<file path="config.mk">
export PLATFORM = sky130hd
export DESIGN_NAME = gift_shop_range_loader
export DESIGN_NICKNAME = d
export VERILOG_FILES = /design/src/rtl/gift_shop_pkg.sv /design/src/rtl/gift_shop_bcd_field.sv /design/src/rtl/gift_shop_range_loader.sv
export SDC_FILE = /design/constraint.sdc
export NUM_CORES = 1
export LEC_CHECK = 0
export CAP_MARGIN = 10
export CORE_AREA = 2 2 114 116
export DETAILED_ROUTE_END_ITERATION = 16
export DIE_AREA = 0 0 116 118
export PLACE_DENSITY = 0.84
export SLEW_MARGIN = 10
export SYNTH_ARGS = -nofsm -noshare
export SYNTH_HDL_FRONTEND = slang
export SYNTH_SLANG_ARGS = --single-unit
</file>
<file path="constraint.sdc">
create_clock -name clk -period 2.8 [get_ports clk]
set_input_delay 0.56 -clock clk [delete_from_list [all_inputs] [get_ports clk]]
set_output_delay 0.56 -clock clk [all_outputs]
set_load 0.05 [all_outputs]
</file>
<file path="src/rtl/gift_shop_pkg.sv">
// Shared constants and state encoding for the gift-shop range loader and solver.
// The table geometry constants must match the solver that reads the tables.
package gift_shop_pkg;

  localparam int HEX_LENGTH = 40;
  localparam int LENGTH     = 34;
  localparam int ADDR_W     = 6;
  localparam int MAX_DIGITS = HEX_LENGTH / 4;

  localparam logic [7:0] ASCII_DASH  = 8'h2D;
  localparam logic [7:0] ASCII_COMMA = 8'h2C;
  localparam logic [7:0] ASCII_LF    = 8'h0A;
  localparam logic [7:0] ASCII_CR    = 8'h0D;
  localparam logic [7:0] ASCII_SPACE = 8'h20;
  localparam logic [7:0] ASCII_ZERO  = 8'h30;
  localparam logic [7:0] ASCII_NINE  = 8'h39;

  typedef enum logic [2:0] {
    ST_IDLE    = 3'd0,
    ST_START_F = 3'd1,
    ST_END_F   = 3'd2,
    ST_WRITE   = 3'd3,
    ST_DONE    = 3'd4
  } state_t;

  function automatic logic is_ascii_digit(input logic [7:0] c);
    return (c >= ASCII_ZERO) && (c <= ASCII_NINE);
  endfunction

endpackage

</file>
<file path="src/rtl/gift_shop_bcd_field.sv">
// Packed-BCD shift accumulator with a digit counter; one instance serves both
// the start and end fields of a range.
module gift_shop_bcd_field
  import gift_shop_pkg::*;
(
  input  logic                  clk,
  input  logic                  rst,
  input  logic                  clear,
  input  logic                  shift_en,
  input  logic [3:0]            digit,
  output logic [HEX_LENGTH-1:0] value,
  output logic [3:0]            count,
  output logic                  overflow
);

  logic [HEX_LENGTH-1:0] acc_q, acc_d;
  logic [3:0]            cnt_q, cnt_d;
  logic                  full;

  assign full     = (cnt_q == 4'(MAX_DIGITS));
  assign overflow = shift_en && full;

  always_comb begin
    acc_d = acc_q;
    cnt_d = cnt_q;
    if (clear) begin
      acc_d = '0;
      cnt_d = '0;
    end else if (shift_en && !full) begin
      acc_d = {acc_q[HEX_LENGTH-5:0], digit};
      cnt_d = cnt_q + 4'd1;
    end
  end

  always_ff @(posedge clk) begin
    if (rst) begin
      acc_q <= '0;
      cnt_q <= '0;
    end else begin
      acc_q <= acc_d;
      cnt_q <= cnt_d;
    end
  end

  assign value = acc_q;
  assign count = cnt_q;

endmodule

</file>
<file path="src/rtl/gift_shop_range_loader.sv">
// Streaming ASCII parser for "a-b,c-d,..." that writes packed-BCD start/end
// pairs into the solver's range tables, one byte per handshake.
module gift_shop_range_loader
  import gift_shop_pkg::*;
(
  input  logic                  clk,
  input  logic                  rst,
  input  logic                  start,
  input  logic                  in_valid,
  input  logic [7:0]            in_data,
  input  logic                  in_last,
  output logic                  in_ready,
  output logic                  wr_en,
  output logic [ADDR_W-1:0]     wr_addr,
  output logic [HEX_LENGTH-1:0] wr_start,
  output logic [HEX_LENGTH-1:0] wr_end,
  output logic                  done,
  output logic                  error,
  output logic [6:0]            range_count
);

  state_t                state_q, state_d;
  logic [HEX_LENGTH-1:0] start_val_q, wr_start_q, wr_end_q;
  logic [6:0]            range_count_q;
  logic                  error_q, last_q;

  logic                  accept, is_digit, is_ws, fail, close;
  logic                  field_clear, field_shift, field_ovf, table_full;
  logic [HEX_LENGTH-1:0] field_value;
  logic [3:0]            field_count;

  assign is_digit   = is_ascii_digit(in_data);
  assign is_ws      = (in_data == ASCII_LF) || (in_data == ASCII_CR) || (in_data == ASCII_SPACE);
  assign table_full = (range_count_q == 7'(LENGTH));

  gift_shop_bcd_field u_field (
    .clk      (clk),
    .rst      (rst),
    .clear    (field_clear),
    .shift_en (field_shift),
    .digit    (in_data[3:0]),
    .value    (field_value),
    .count    (field_count),
    .overflow (field_ovf)
  );

  always_ff @(posedge clk) begin
    if (rst) state_q <= ST_IDLE;
    else     state_q <= state_d;
  end

  always_comb begin
    state_d = state_q;
    fail    = 1'b0;
    close   = 1'b0;
    unique case (state_q)
      ST_IDLE, ST_DONE: if (start) state_d = ST_START_F;
      ST_START_F: if (accept) begin
        if (is_digit) begin
          if (field_ovf || in_last) fail = 1'b1;
        end else if (in_data == ASCII_DASH) begin
          if (field_count == 4'd0 || in_last) fail = 1'b1;
          else state_d = ST_END_F;
        end else if (is_ws) begin
          // a trailing separator with nothing pending ends the stream cleanly
          if (in_last) begin
            if (field_count == 4'd0) state_d = ST_DONE;
            else fail = 1'b1;
          end
        end else begin
          fail = 1'b1;
        end
      end
      ST_END_F: if (accept) begin
        if (is_digit) begin
          if (field_ovf) fail = 1'b1;
          else if (in_last) close = 1'b1;
        end else if (in_data == ASCII_COMMA) begin
          if (field_count == 4'd0) fail = 1'b1;
          else close = 1'b1;
        end else if (is_ws) begin
          if (in_last) begin
            if (field_count == 4'd0) fail = 1'b1;
            else close = 1'b1;
          end
        end else begin
          fail = 1'b1;
        end
        if (close) begin
          if (table_full) fail = 1'b1;
          else state_d = ST_WRITE;
        end
      end
      ST_WRITE: state_d = last_q ? ST_DONE : ST_START_F;
      default:  state_d = ST_IDLE;
    endcase
    if (fail) state_d = ST_DONE;
  end

  always_comb begin
    in_ready    = (state_q == ST_START_F) || (state_q == ST_END_F);
    accept      = in_valid && in_ready;
    wr_en       = (state_q == ST_WRITE);
    done        = (state_q == ST_DONE);
    error       = error_q;
    range_count = range_count_q;
    wr_addr     = range_count_q[ADDR_W-1:0];
    // the field is only read during WRITE, so it can feed the port directly
    wr_start    = wr_en ? start_val_q : wr_start_q;
    wr_end      = wr_en ? field_value : wr_end_q;
    field_shift = accept && is_digit;
    field_clear = ((state_d == ST_START_F) && (state_q != ST_START_F)) ||
                  ((state_d == ST_END_F) && (state_q == ST_START_F));
  end

  always_ff @(posedge clk) begin
    if (rst) begin
      start_val_q   <= '0;
      wr_start_q    <= '0;
      wr_end_q      <= '0;
      range_count_q <= '0;
      error_q       <= 1'b0;
      last_q        <= 1'b0;
    end else begin
      if ((state_q == ST_IDLE || state_q == ST_DONE) && start) begin
        range_count_q <= '0;
        error_q       <= 1'b0;
      end
      if (fail) error_q <= 1'b1;
      if (state_q == ST_START_F && state_d == ST_END_F) start_val_q <= field_value;
      if (state_d == ST_WRITE) last_q <= in_last;
      if (state_q == ST_WRITE) begin
        wr_start_q    <= start_val_q;
        wr_end_q      <= field_value;
        range_count_q <= range_count_q + 7'd1;
      end
    end
  end

endmodule

</file>
==> out/summary.json <==
{
  "run_status": {"value": "complete, no violations"},
  "clk_latency": {"value": 0.43, "unit": "ns"},
  "path_cells": {"value": "nand3b_1 > inv_4 > buf_12 > nand2_1 > nand2_1 > buf_12"},
  "core_region_area": {"value": 12400, "unit": "µm²"},
  "timing.setup.tns": {"value": 0, "unit": "ns"},
  "gp_congestion": {"value": 0.906},
  "timing.final.hold_violations": {"value": 0},
  "ant_nets": {"value": 0},
  "timing_max_transition_violations_final": {"value": 0},
  "p_int": {"value": 4010, "unit": "µW"},
  "chipHeight": {"value": 118, "unit": "µm"},
  "areaGrowthSynthToFinish": {"value": 36.3, "unit": "%"},
  "p_per_area": {"value": 528, "unit": "nW/µm²"},
  "r2r_path_start": {"value": "u_field.count[0]"},
  "grt_pass1_vias": {"value": 6251},
  "inserted_diodes": {"value": 0},
  "timing_worst_slew_pin_value": {"value": 0.640, "unit": "ns"},
  "synth.yosys.seq_area_share": {"value": 49.4, "unit": "%"},
  "totalPowerFinal": {"value": 5140, "unit": "µW"},
  "finalCritPeriodShare": {"value": 95.5, "unit": "%"},
  "power.clock.fraction": {"value": 47.8, "unit": "%"},
  "total_net_switching_power": {"value": 1130, "unit": "µW"},
  "placement_rows": {"value": 41},
  "ys_types": {"value": 54},
  "netlist_top_cells_count": {"value": "410 x sky130_fd_sc_hd__nand2_1, 176 x sky130_fd_sc_hd__dfxtp_1, 93 x sky130_fd_sc_hd__a21oi_1, 83 x sky130_fd_sc_hd__and2_1, 37 x sky130_fd_sc_hd__clkbuf_1"},
  "drt_iter0_markers": {"value": 423},
  "die_area": {"value": 13700, "unit": "µm²"},
  "number_of_placed_cells_counting_well_taps": {"value": 1166},
  "num_vias": {"value": 6334},
  "final_cells": {"value": 1198},
  "cp_data_required_time": {"value": 2.24, "unit": "ns"},
  "clock_slew_seen_by_the_registers_of_the_worst_setup_and_hold_paths": {"value": 0.06, "unit": "ns"},
  "path_class": {"value": "flip-flop to output port"},
  "drt_pre_antenna_iters": {"value": 5},
  "grt_max_degree": {"value": 88},
  "synth_largest_area_cell": {"value": "sky130_fd_sc_hd__dfxtp_1"},
  "sequentialPowerShare": {"value": 49.0, "unit": "%"},
  "remaining_global_route_overflow": {"value": 0},
  "worst_ep_arrival_time": {"value": 2.11, "unit": "ns"},
  "synth_enable_flop_cells": {"value": 0},
  "timing.final.crit_period": {"value": 2.67, "unit": "ns"},
  "fmax": {"value": 374, "unit": "MHz"},
  "cts_hold_buffers": {"value": 0},
  "via_per_inst": {"value": 5.29},
  "critical_path.startpoint_type": {"value": "flip-flop"},
  "async_flop_share": {"value": 0, "unit": "%"},
  "die-width": {"value": 116, "unit": "µm"},
  "routed_wire_length_per_instance": {"value": 14.5, "unit": "µm"},
  "ys_ff_latch": {"value": 176},
  "mappedNetlistArea": {"value": 7140, "unit": "µm²"},
  "crit_slowest_cell": {"value": "sky130_fd_sc_hd__dfxtp_1"},
  "max-cap-violations": {"value": 0},
  "setup.worst_path.end_class": {"value": "output port"},
  "comb_power_share": {"value": 3.3, "unit": "%"},
  "static-leakage-power": {"value": 0.00390, "unit": "µW"},
  "grt_antenna_before_repair": {"value": 0},
  "starting_density_of_the_core": {"value": 57.5, "unit": "%"},
  "post-synth-top-count-cell": {"value": "sky130_fd_sc_hd__nand2_1"},
  "syn-mean-instance-area": {"value": 7.63, "unit": "µm²"},
  "worst_setup_path_startpoint": {"value": "state_q[0]"},
  "min_path_type": {"value": "flip-flop to flip-flop"},
  "clock-root-buffer": {"value": "sky130_fd_sc_hd__clkbuf_16"},
  "ir_drop": {"value": 0.404, "unit": "mV"},
  "ys_top_cells_by_area": {"value": "sky130_fd_sc_hd__dfxtp_1 49%, sky130_fd_sc_hd__nand2_1 22%, sky130_fd_sc_hd__and2_1 7.3%, sky130_fd_sc_hd__a21oi_1 6.5%, sky130_fd_sc_hd__clkbuf_1 1.9%"},
  "setup_viols_final": {"value": 0},
  "ys.flop_type": {"value": "sky130_fd_sc_hd__dfxtp_1"},
  "ioPinCount": {"value": 110},
  "synth.top_cell.area_share": {"value": 49.4, "unit": "%"},
  "slew_headroom": {"value": 57.3, "unit": "%"},
  "cts-htree-levels": {"value": 4},
  "ctsLongestPathBuffers": {"value": 2},
  "buffers_added_on_ports": {"value": 109},
  "num-nets-final": {"value": 1031},
  "detailedPlacementHpwl": {"value": 11200, "unit": "µm"},
  "final.fill_count": {"value": 807},
  "clock_tree_from_tritoncts": {"value": "built"},
  "routed_wirelength": {"value": 17400, "unit": "µm"},
  "clock-sinks": {"value": 176},
  "post_route_cells_drive_above_1_share": {"value": 14.0, "unit": "%"},
  "grt_util_all_layers": {"value": 26.7, "unit": "%"},
  "min_delay_src": {"value": "start_val_q[24]"},
  "drc_violations_left": {"value": 0},
  "setup_repair_after_global_routing_missed_its_margin": {"value": "no"},
  "synth-warning-count": {"value": 0},
  "cts_inserted_buffers": {"value": 17},
  "power.share.switching": {"value": 21.9, "unit": "%"},
  "r2r_slack": {"value": 0.74, "unit": "ns"},
  "clock_skew": {"value": 0.00571, "unit": "ns"},
  "post_synth_inst_count": {"value": 935},
  "first_pass_grt_wire_length": {"value": 29300, "unit": "µm"},
  "synth.net_count": {"value": 953},
  "slowest_delay": {"value": 0.46, "unit": "ns"},
  "critical_path_peak_fanout": {"value": 38}
}
-- through the flow --
| step | util (%) | hold slack (ns) | worst slack (ns) | area, µm² |
|---|---|---|---|---|
| 2_1_floorplan | - | 0.437 | 0.365 | 7140 |
| 3_3_place_gp | 73.4 | 0.443 | 0.201 | 9110 |
| 3_5_place_dp | 73.4 | 0.447 | 0.147 | 9110 |
| 4_1_cts | 78.4 | 0.457 | 0.0457 | 9730 |
| 5_1_grt | 78.4 | 0.467 | 0.00549 | 9730 |
| 6_report | 78.4 | 0.456 | 0.126 | 9730 |
-- worst max-delay path: cells and delay by family, from the launching register on --
family	cells	cell delay (ns)
simple gates	3	0.51
flops	1	0.46
buf+inv	3	0.70
-- cells in the final DEF, fill, tap and decap left out, types with 3 or more instances in the layout --
cell	count
sky130_fd_sc_hd__nor2_1	22
sky130_fd_sc_hd__buf_4	9
sky130_fd_sc_hd__inv_6	4
sky130_fd_sc_hd__clkbuf_16	17
sky130_fd_sc_hd__and2_1	83
sky130_fd_sc_hd__nor3b_1	3
sky130_fd_sc_hd__dfxtp_1	176
sky130_fd_sc_hd__clkinv_4	3
sky130_fd_sc_hd__buf_12	87
sky130_fd_sc_hd__ha_1	5
sky130_fd_sc_hd__nand2_1	410
sky130_fd_sc_hd__a21oi_1	93
sky130_fd_sc_hd__o21ai_0	7
sky130_fd_sc_hd__nand3_1	9
sky130_fd_sc_hd__inv_1	6
sky130_fd_sc_hd__bufinv_16	3
sky130_fd_sc_hd__nand2b_1	3
sky130_fd_sc_hd__nand3b_1	5
sky130_fd_sc_hd__clkinv_2	3
sky130_fd_sc_hd__clkdlybuf4s50_1	27
-- state kept, by name (all words and copies together), names as in the netlist --
register / flops
start_val_q: 40
state_q: 3
range_count: 7
last_q: 1
wr_end_q: 40
error: 1
u_field.count: 4
u_field.value: 40
wr_start_q: 40
-- power groups by stage --
| stage | Sequential, µW | Combinational [µW] | Clock, µW |
|---|---|---|---|
| floorplan | 2570 | 114 | 0 |
| global placement | 2570 | 165 | 0 |
| detailed placement | 2570 | 166 | 0 |
| CTS | 2510 | 168 | 2470 |
| global route | 2510 | 182 | 2590 |
| finish | 2510 | 167 | 2450 |
-- layer usage --
layer / routed length, µm / GRT usage, %
met1: 7250 / 33.6
met2: 8760 / 43.5
met3: 1010 / 6.64
met4: 365 / 11.2
met5: 0 / 0
-- final cells by class --
class                   instances  area, µm²  share of cell area [%]
flip-flops and latches        176       3520                    36.2
multi-input cells             686       3260                    33.5
repair buffers                124       2080                    21.4
clock buffers                  18        439                    4.51
well taps                     172        215                    2.21
clock inverters                14        178                    1.83
inverters                       8       32.5                   0.334
-- final timing paths --
| kind | to | depth (start not counted) |
|---|---|---|
| min | start_val_q[24] | 2 |
| max | wr_start[39] | 6 |
| max reg2reg | u_field.value[15] | 8 |
| min reg2reg | start_val_q[24] | 2 |
-- what timing repair did --
item / CTS / global route
gates resized for setup: 0 / 2
setup endpoints to repair: 0 / 45
setup buffers: 0 / 0
-- cell families (layout without fill, tap and decap cells) --
family	Yosys count	in the layout	synth area share, %
mux	2	2	0.281
xor+xnor	4	4	0.491
fa+ha+maj	5	5	0.877
simple gates	557	557	34.5
flops	176	176	49.4
buf+inv	73	164	5.15
compound gates	118	118	9.29
Note: power is estimated with default switching activity, not from simulation.
